## config.mk

```make
export PLATFORM = sky130hd
export DESIGN_NAME = id_ex_stage
export DESIGN_NICKNAME = d
export VERILOG_FILES = /design/src/rtl/pipe_pkg.sv /design/src/rtl/load_use_detect.sv /design/src/rtl/id_ex_stage.sv
export SDC_FILE = /design/constraint.sdc
export NUM_CORES = 1
export LEC_CHECK = 0
export CAP_MARGIN = 10
export CORE_MARGIN = 5
export CORE_UTILIZATION = 37
export CTS_CLUSTER_SIZE = 25
export DETAILED_ROUTE_END_ITERATION = 7
export PLACE_DENSITY_LB_ADDON = 0.12
export RECOVER_POWER = 50
export SYNTH_ARGS = -nofsm -noshare
export SYNTH_HDL_FRONTEND = slang
export SYNTH_HIERARCHICAL = 1
export SYNTH_SLANG_ARGS = --single-unit
```

## constraint.sdc

```tcl
create_clock -name i_clk -period 2.5 [get_ports i_clk]
set_input_delay 0.5 -clock i_clk [delete_from_list [all_inputs] [get_ports i_clk]]
set_output_delay 0.5 -clock i_clk [all_outputs]
set_load 0.05 [all_outputs]
```

## src/rtl/pipe_pkg.sv

```systemverilog
// Shared types and constants for the ID/EX pipeline boundary.
package pipe_pkg;

  localparam int unsigned XLEN       = 32;
  localparam int unsigned REG_ID_W   = 5;
  localparam int unsigned CTRL_W_DEF = 16;

  typedef enum logic {
    ST_RUN   = 1'b0,
    ST_STALL = 1'b1
  } stage_state_e;

  // Fixed-width part of the ID/EX payload; the opaque control bundle travels separately.
  typedef struct packed {
    logic                valid;
    logic                rf_we;
    logic                mem_rd;
    logic [XLEN-1:0]     pc;
    logic [XLEN-1:0]     rd1;
    logic [XLEN-1:0]     rd2;
    logic [XLEN-1:0]     imm;
    logic [REG_ID_W-1:0] ra1;
    logic [REG_ID_W-1:0] ra2;
    logic [REG_ID_W-1:0] wa;
  } id_ex_data_t;

  localparam id_ex_data_t ID_EX_BUBBLE = '0;

endpackage

```

## src/rtl/load_use_detect.sv

```systemverilog
// Load-use hazard compare: a load in EX whose destination is read by the instruction in ID.
module load_use_detect
  import pipe_pkg::*;
(
  input  logic                i_ex_valid,
  input  logic                i_ex_mem_rd,
  input  logic [REG_ID_W-1:0] i_ex_wa,
  input  logic                i_id_valid,
  input  logic                i_id_use_ra1,
  input  logic                i_id_use_ra2,
  input  logic [REG_ID_W-1:0] i_id_ra1,
  input  logic [REG_ID_W-1:0] i_id_ra2,
  output logic                o_hazard_c
);

  logic w_ex_load;
  logic w_match1;
  logic w_match2;

  // A load to x0 never produces a value worth waiting for.
  assign w_ex_load  = i_ex_valid & i_ex_mem_rd & (i_ex_wa != '0);
  assign w_match1   = i_id_use_ra1 & (i_id_ra1 == i_ex_wa);
  assign w_match2   = i_id_use_ra2 & (i_id_ra2 == i_ex_wa);
  assign o_hazard_c = w_ex_load & i_id_valid & (w_match1 | w_match2);

endmodule

```

## src/rtl/id_ex_stage.sv

```systemverilog
// ID/EX pipeline register with load-use stall/bubble insertion and branch flush.
// Define IDEX_BUBBLE_CNT_EN to add the o_bubble_cnt hazard-bubble counter port.
module id_ex_stage
  import pipe_pkg::*;
#(
  parameter int unsigned CTRL_W          = CTRL_W_DEF,
  parameter int unsigned LOAD_USE_STALLS = 1
) (
  input  logic                i_clk,
  input  logic                i_rst_n,
  input  logic                i_id_valid,
  input  logic [XLEN-1:0]     i_id_pc,
  input  logic [XLEN-1:0]     i_id_rd1,
  input  logic [XLEN-1:0]     i_id_rd2,
  input  logic [XLEN-1:0]     i_id_imm,
  input  logic [REG_ID_W-1:0] i_id_ra1,
  input  logic [REG_ID_W-1:0] i_id_ra2,
  input  logic [REG_ID_W-1:0] i_id_wa,
  input  logic                i_id_use_ra1,
  input  logic                i_id_use_ra2,
  input  logic                i_id_rf_we,
  input  logic                i_id_mem_rd,
  input  logic [CTRL_W-1:0]   i_id_ctrl,
  input  logic                i_flush,
  output logic                o_ex_valid,
  output logic                o_ex_rf_we,
  output logic                o_ex_mem_rd,
  output logic [XLEN-1:0]     o_ex_pc,
  output logic [XLEN-1:0]     o_ex_rd1,
  output logic [XLEN-1:0]     o_ex_rd2,
  output logic [XLEN-1:0]     o_ex_imm,
  output logic [REG_ID_W-1:0] o_ex_ra1,
  output logic [REG_ID_W-1:0] o_ex_ra2,
  output logic [REG_ID_W-1:0] o_ex_wa,
  output logic [CTRL_W-1:0]   o_ex_ctrl,
  output logic                o_stall_if_id_c
`ifdef IDEX_BUBBLE_CNT_EN
  ,
  output logic [31:0]         o_bubble_cnt
`endif
);

  stage_state_e        r_state;
  stage_state_e        w_state_nxt;
  logic [1:0]          r_rem;
  logic [1:0]          w_rem_nxt;
  logic                w_hazard;
  logic                w_stall;
  logic                w_bubble;
  id_ex_data_t         r_ex;
  id_ex_data_t         w_id_data;
  logic [CTRL_W-1:0]   r_ex_ctrl;

  load_use_detect u_detect (
    .i_ex_valid   (r_ex.valid),
    .i_ex_mem_rd  (r_ex.mem_rd),
    .i_ex_wa      (r_ex.wa),
    .i_id_valid   (i_id_valid),
    .i_id_use_ra1 (i_id_use_ra1),
    .i_id_use_ra2 (i_id_use_ra2),
    .i_id_ra1     (i_id_ra1),
    .i_id_ra2     (i_id_ra2),
    .o_hazard_c   (w_hazard)
  );

  // State register
  always_ff @(posedge i_clk or negedge i_rst_n) begin
    if (!i_rst_n) begin
      r_state <= ST_RUN;
      r_rem   <= 2'd0;
    end else begin
      r_state <= w_state_nxt;
      r_rem   <= w_rem_nxt;
    end
  end

  // Next state: the hazard edge itself is the first bubble, STALL covers the rest.
  always_comb begin
    w_state_nxt = r_state;
    w_rem_nxt   = r_rem;
    if (i_flush) begin
      w_state_nxt = ST_RUN;
      w_rem_nxt   = 2'd0;
    end else begin
      case (r_state)
        ST_RUN: begin
          if (w_hazard && (LOAD_USE_STALLS > 1)) begin
            w_state_nxt = ST_STALL;
            w_rem_nxt   = 2'(LOAD_USE_STALLS - 1);
          end
        end
        ST_STALL: begin
          w_rem_nxt = r_rem - 2'd1;
          if (r_rem == 2'd1) w_state_nxt = ST_RUN;
        end
        default: begin
          w_state_nxt = ST_RUN;
          w_rem_nxt   = 2'd0;
        end
      endcase
    end
  end

  // Outputs: flush bubbles the stage but never holds the front end.
  always_comb begin
    w_stall  = 1'b0;
    w_bubble = 1'b0;
    if (i_flush) begin
      w_bubble = 1'b1;
    end else begin
      case (r_state)
        ST_RUN: begin
          w_stall  = w_hazard;
          w_bubble = w_hazard;
        end
        ST_STALL: begin
          w_stall  = 1'b1;
          w_bubble = 1'b1;
        end
        default: begin
          w_stall  = 1'b0;
          w_bubble = 1'b0;
        end
      endcase
    end
  end

  assign w_id_data = '{
    valid:  i_id_valid,
    rf_we:  i_id_rf_we,
    mem_rd: i_id_mem_rd,
    pc:     i_id_pc,
    rd1:    i_id_rd1,
    rd2:    i_id_rd2,
    imm:    i_id_imm,
    ra1:    i_id_ra1,
    ra2:    i_id_ra2,
    wa:     i_id_wa
  };

  // EX register bank
  always_ff @(posedge i_clk or negedge i_rst_n) begin
    if (!i_rst_n) begin
      r_ex      <= ID_EX_BUBBLE;
      r_ex_ctrl <= '0;
    end else if (w_bubble) begin
      r_ex      <= ID_EX_BUBBLE;
      r_ex_ctrl <= '0;
    end else begin
      r_ex      <= w_id_data;
      r_ex_ctrl <= i_id_ctrl;
    end
  end

`ifdef IDEX_BUBBLE_CNT_EN
  logic [31:0] r_bubble_cnt;

  // Counts only hazard/stall bubbles; flush bubbles are excluded.
  always_ff @(posedge i_clk or negedge i_rst_n) begin
    if (!i_rst_n)                 r_bubble_cnt <= 32'd0;
    else if (w_bubble && !i_flush) r_bubble_cnt <= r_bubble_cnt + 32'd1;
  end

  assign o_bubble_cnt = r_bubble_cnt;
`endif

  assign o_ex_valid      = r_ex.valid;
  assign o_ex_rf_we      = r_ex.rf_we;
  assign o_ex_mem_rd     = r_ex.mem_rd;
  assign o_ex_pc         = r_ex.pc;
  assign o_ex_rd1        = r_ex.rd1;
  assign o_ex_rd2        = r_ex.rd2;
  assign o_ex_imm        = r_ex.imm;
  assign o_ex_ra1        = r_ex.ra1;
  assign o_ex_ra2        = r_ex.ra2;
  assign o_ex_wa         = r_ex.wa;
  assign o_ex_ctrl       = r_ex_ctrl;
  assign o_stall_if_id_c = w_stall;

endmodule

```

==> reports/metrics.cfg <==
[status]
status=finished with violations
violations=capacitance limit, slew limit, setup timing

[hold_path]
min_path_type=in2reg

[grt]
grt_use_met3=0.0874
busiest_layer=met2
grt_pass1_vias=4380
grt_use_met1=0.209
grt_max_degree=63
overflow=0
antenna_found_initial=1
grtUsageMet2=0.335
grtUsageTotal=0.192
grt_pass1_wl_um=25400

[finish]
diodes=0
layout.nets=880
final_area_mm2=0.00964
fin_cells=908
fillers=1112
drive_gt1_frac=0.135
layout-area-overhead-vs-synth_pct=75.6
multi_input_area_mm2=0.00131
seqCellArea_mm2=0.00413

[logic_synthesis]
postSynthCellCount=371
ys_ff_latch=165
seq_area_frac_synth=0.752
syn_area_mm2=0.00549
ys_warn_count=6
netlist-cell-type-count=19
syn-num-nets=539
syn_avg_cell_area_um2=14.8

[clock_network]
cts.sinks=165
cts_buffers=17
cts_hold_buf=0
tritoncts=built
ctsHtreeMaxLevel=4
clk_path_buf_depth=2
clk_latency_ns=0.42
clk_pin_slew_ns=0.06
cts_root_buffer=clkbuf_16

[worst_setup_path]
startpoint_type=input pin
criticalPathCategory=in2out
cp.required_ns=2.00
endpoint_kind=output pin
critPathArrivalTime_ns=2.02
worstPathMaxFanout=2

[power_and_ir_drop]
clock_power_share=0.365
p_leak_nw=4.41
power_frac_comb=0.192
power.density_mw_per_mm2=667
power_frac_seq=0.442
vdd_drop_max_uv=411
switchingPower_mw=1.75
p_int_mw=4.68
sw_frac_of_total=0.272

[timing]
post-route-period-util=1.01
final.setup.worst_slack_ns=-0.0248
drv_slew=63
finalCriticalPeriod_ns=2.52
setup_tns_ns=-0.0248
clock.fmax_mhz=396
skew_ns=0.00978
rsz0062_at_grt=true
final-setup-viol-count=1
relSlewSlack=-0.0314
hold_violations=0
worstMarginPinSlew_ns=1.55

[place]
placed_area_mm2=0.00908
gp_congestion=0.822
hpwl_um=12900
dpl.cell_count=875
io_buffers=329

[floorplanning]
rows=44
fp.dieH_um=132
start_util=0.378
dieArea_mm2=0.0174
io_pins=330
die_w_um=132
core-area_mm2=0.0145

[routing]
drt_iter0_drc=124
via_per_inst=4.35
vias=3949
drc_errors=0
drtPass1Iterations=4
ant_nets=0
routedWlPerCell_um=18.2
wirelength_um=16500

[job]
max_cap_viol_count=1

## synthesized netlist by cell type
master / number / share of area
a21oi_1: 1 / 0.00091
and2_1: 115 / 0.13
and2_2: 47 / 0.064
buf_6: 1 / 0.0021
clkbuf_1: 8 / 0.0055
clkbuf_2: 8 / 0.0073
dfrtp_1: 165 / 0.75
ha_1: 1 / 0.0023
inv_1: 1 / 0.00068
mux2i_1: 1 / 0.0018
nand3_1: 2 / 0.0018
nor2_1: 4 / 0.0027
nor3_4: 1 / 0.0030
nor3b_1: 1 / 0.0014
nor4_1: 2 / 0.0023
o2111ai_1: 1 / 0.0016
or4_1: 1 / 0.0014
xnor2_1: 3 / 0.0048
xor2_1: 8 / 0.013
## cell usage in the layout (no fill, tap or decap), types with 3 or more instances in the layout
master and count:
dlygate4sd3_1 78, nor2_1 3, clkinv_2 4, buf_12 5, buf_4 3, clkbuf_8 4, dfrtp_2 3, and2_1 115
clkbuf_16 17, dlygate4sd2_1 6, dfrtp_1 162, clkdlybuf4s50_1 242, xor2_1 8, clkinvlp_4 3, xnor2_1 3, and2_2 47
## logic make-up after synthesis
| group | share of synthesized area |
|---|---|
| AOI/OAI and AO/OA | 0.00251 |
| adders and majority gates | 0.00228 |
| DFF | 0.752 |
| buffers and inverters | 0.0155 |
| xor gates and xnor gates | 0.0176 |
| and+or+nand+nor | 0.208 |
| muxes | 0.00182 |
## routing by layer
metal | part of all wire | up-vias
li1 | - | 1815
met1 | 0.36 | 1887
met2 | 0.52 | 215
met3 | 0.099 | 30
met4 | 0.021 | 2
met5 | 0.00042 | -
## final cells by class
cell class                 count  area share
sequential                   165       0.429
clock inverter                 8     0.00532
tap                          184      0.0239
inverter                       1    0.000390
multi-input combinational    188       0.136
clock buffer                  23      0.0506
timing repair buffer         339       0.354
## power groups by stage
stage | clock network [mW] | logic [mW] | registers [mW]
finish | 2.35 | 1.24 | 2.84
global route | 2.54 | 1.30 | 2.86
CTS | 2.42 | 1.28 | 2.85
detailed placement | 0 | 1.27 | 2.90
global placement | 0 | 1.27 | 2.89
floorplan | 0 | 0.136 | 3.38
## worst paths after layout
| path | from | slack, ns | cells past startpoint | endpoint |
|---|---|---|---|---|
| max | i_id_ra2[3] | -0.02 | 8 | o_stall_if_id_c |
| min | i_id_ra1[2] | 0.36 | 2 | o_ex_ra1[2] |
| max reg2reg | o_ex_wa[3] | 0.28 | 7 | o_ex_rd2[2] |
| min reg2reg | r_rem[1] | 0.53 | 2 | r_rem[1] |
| max in group asynchronous | i_rst_n | 0.53 | 2 | o_ex_ctrl[8] |
| min in group asynchronous | i_rst_n | 0.45 | 1 | o_ex_ctrl[2] |
## per-stage QoR
stage | util | hold WS, ns | power, mW | worst slack (ns)
5_1_grt | 0.663 | 0.359 | 6.69 | -0.0834
4_1_cts | 0.663 | 0.0841 | 6.55 | -0.0482
3_3_place_gp | 0.625 | 0.505 | 4.16 | -0.0809
2_1_floorplan | - | 0.204 | 3.51 | 0.0484
3_5_place_dp | 0.625 | 0.520 | 4.17 | -0.0860
6_report | 0.663 | 0.359 | 6.43 | -0.0248
## critical path, cell delays in order
cell and delay [ns]:
clkdlybuf4s50_1 0.44, xor2_1 0.16, nor4_2 0.25, nand3_1 0.13, a21oi_2 0.18, nor2_1 0.06, nor2_2 0.14, buf_12 0.15
## timing repair
| item | in CTS | in global routing |
|---|---|---|
| resized for setup | 11 | 5 |
| pin swaps | 9 | 7 |
| setup endpoints to repair | 1 | 1 |
| setup buffers | 2 | 0 |
## registers in the layout, summed over array words and instances (netlist names)
register	flops
o_ex_imm	32
o_ex_pc	32
o_ex_rd1	32
o_ex_rd2	32
o_ex_ctrl	16
o_ex_ra1	5
o_ex_ra2	5
o_ex_wa	5
r_rem	2
o_ex_mem_rd	1
o_ex_rf_we	1
o_ex_valid	1
r_state	1
No activity file was read; power rests on OpenSTA's default activity.
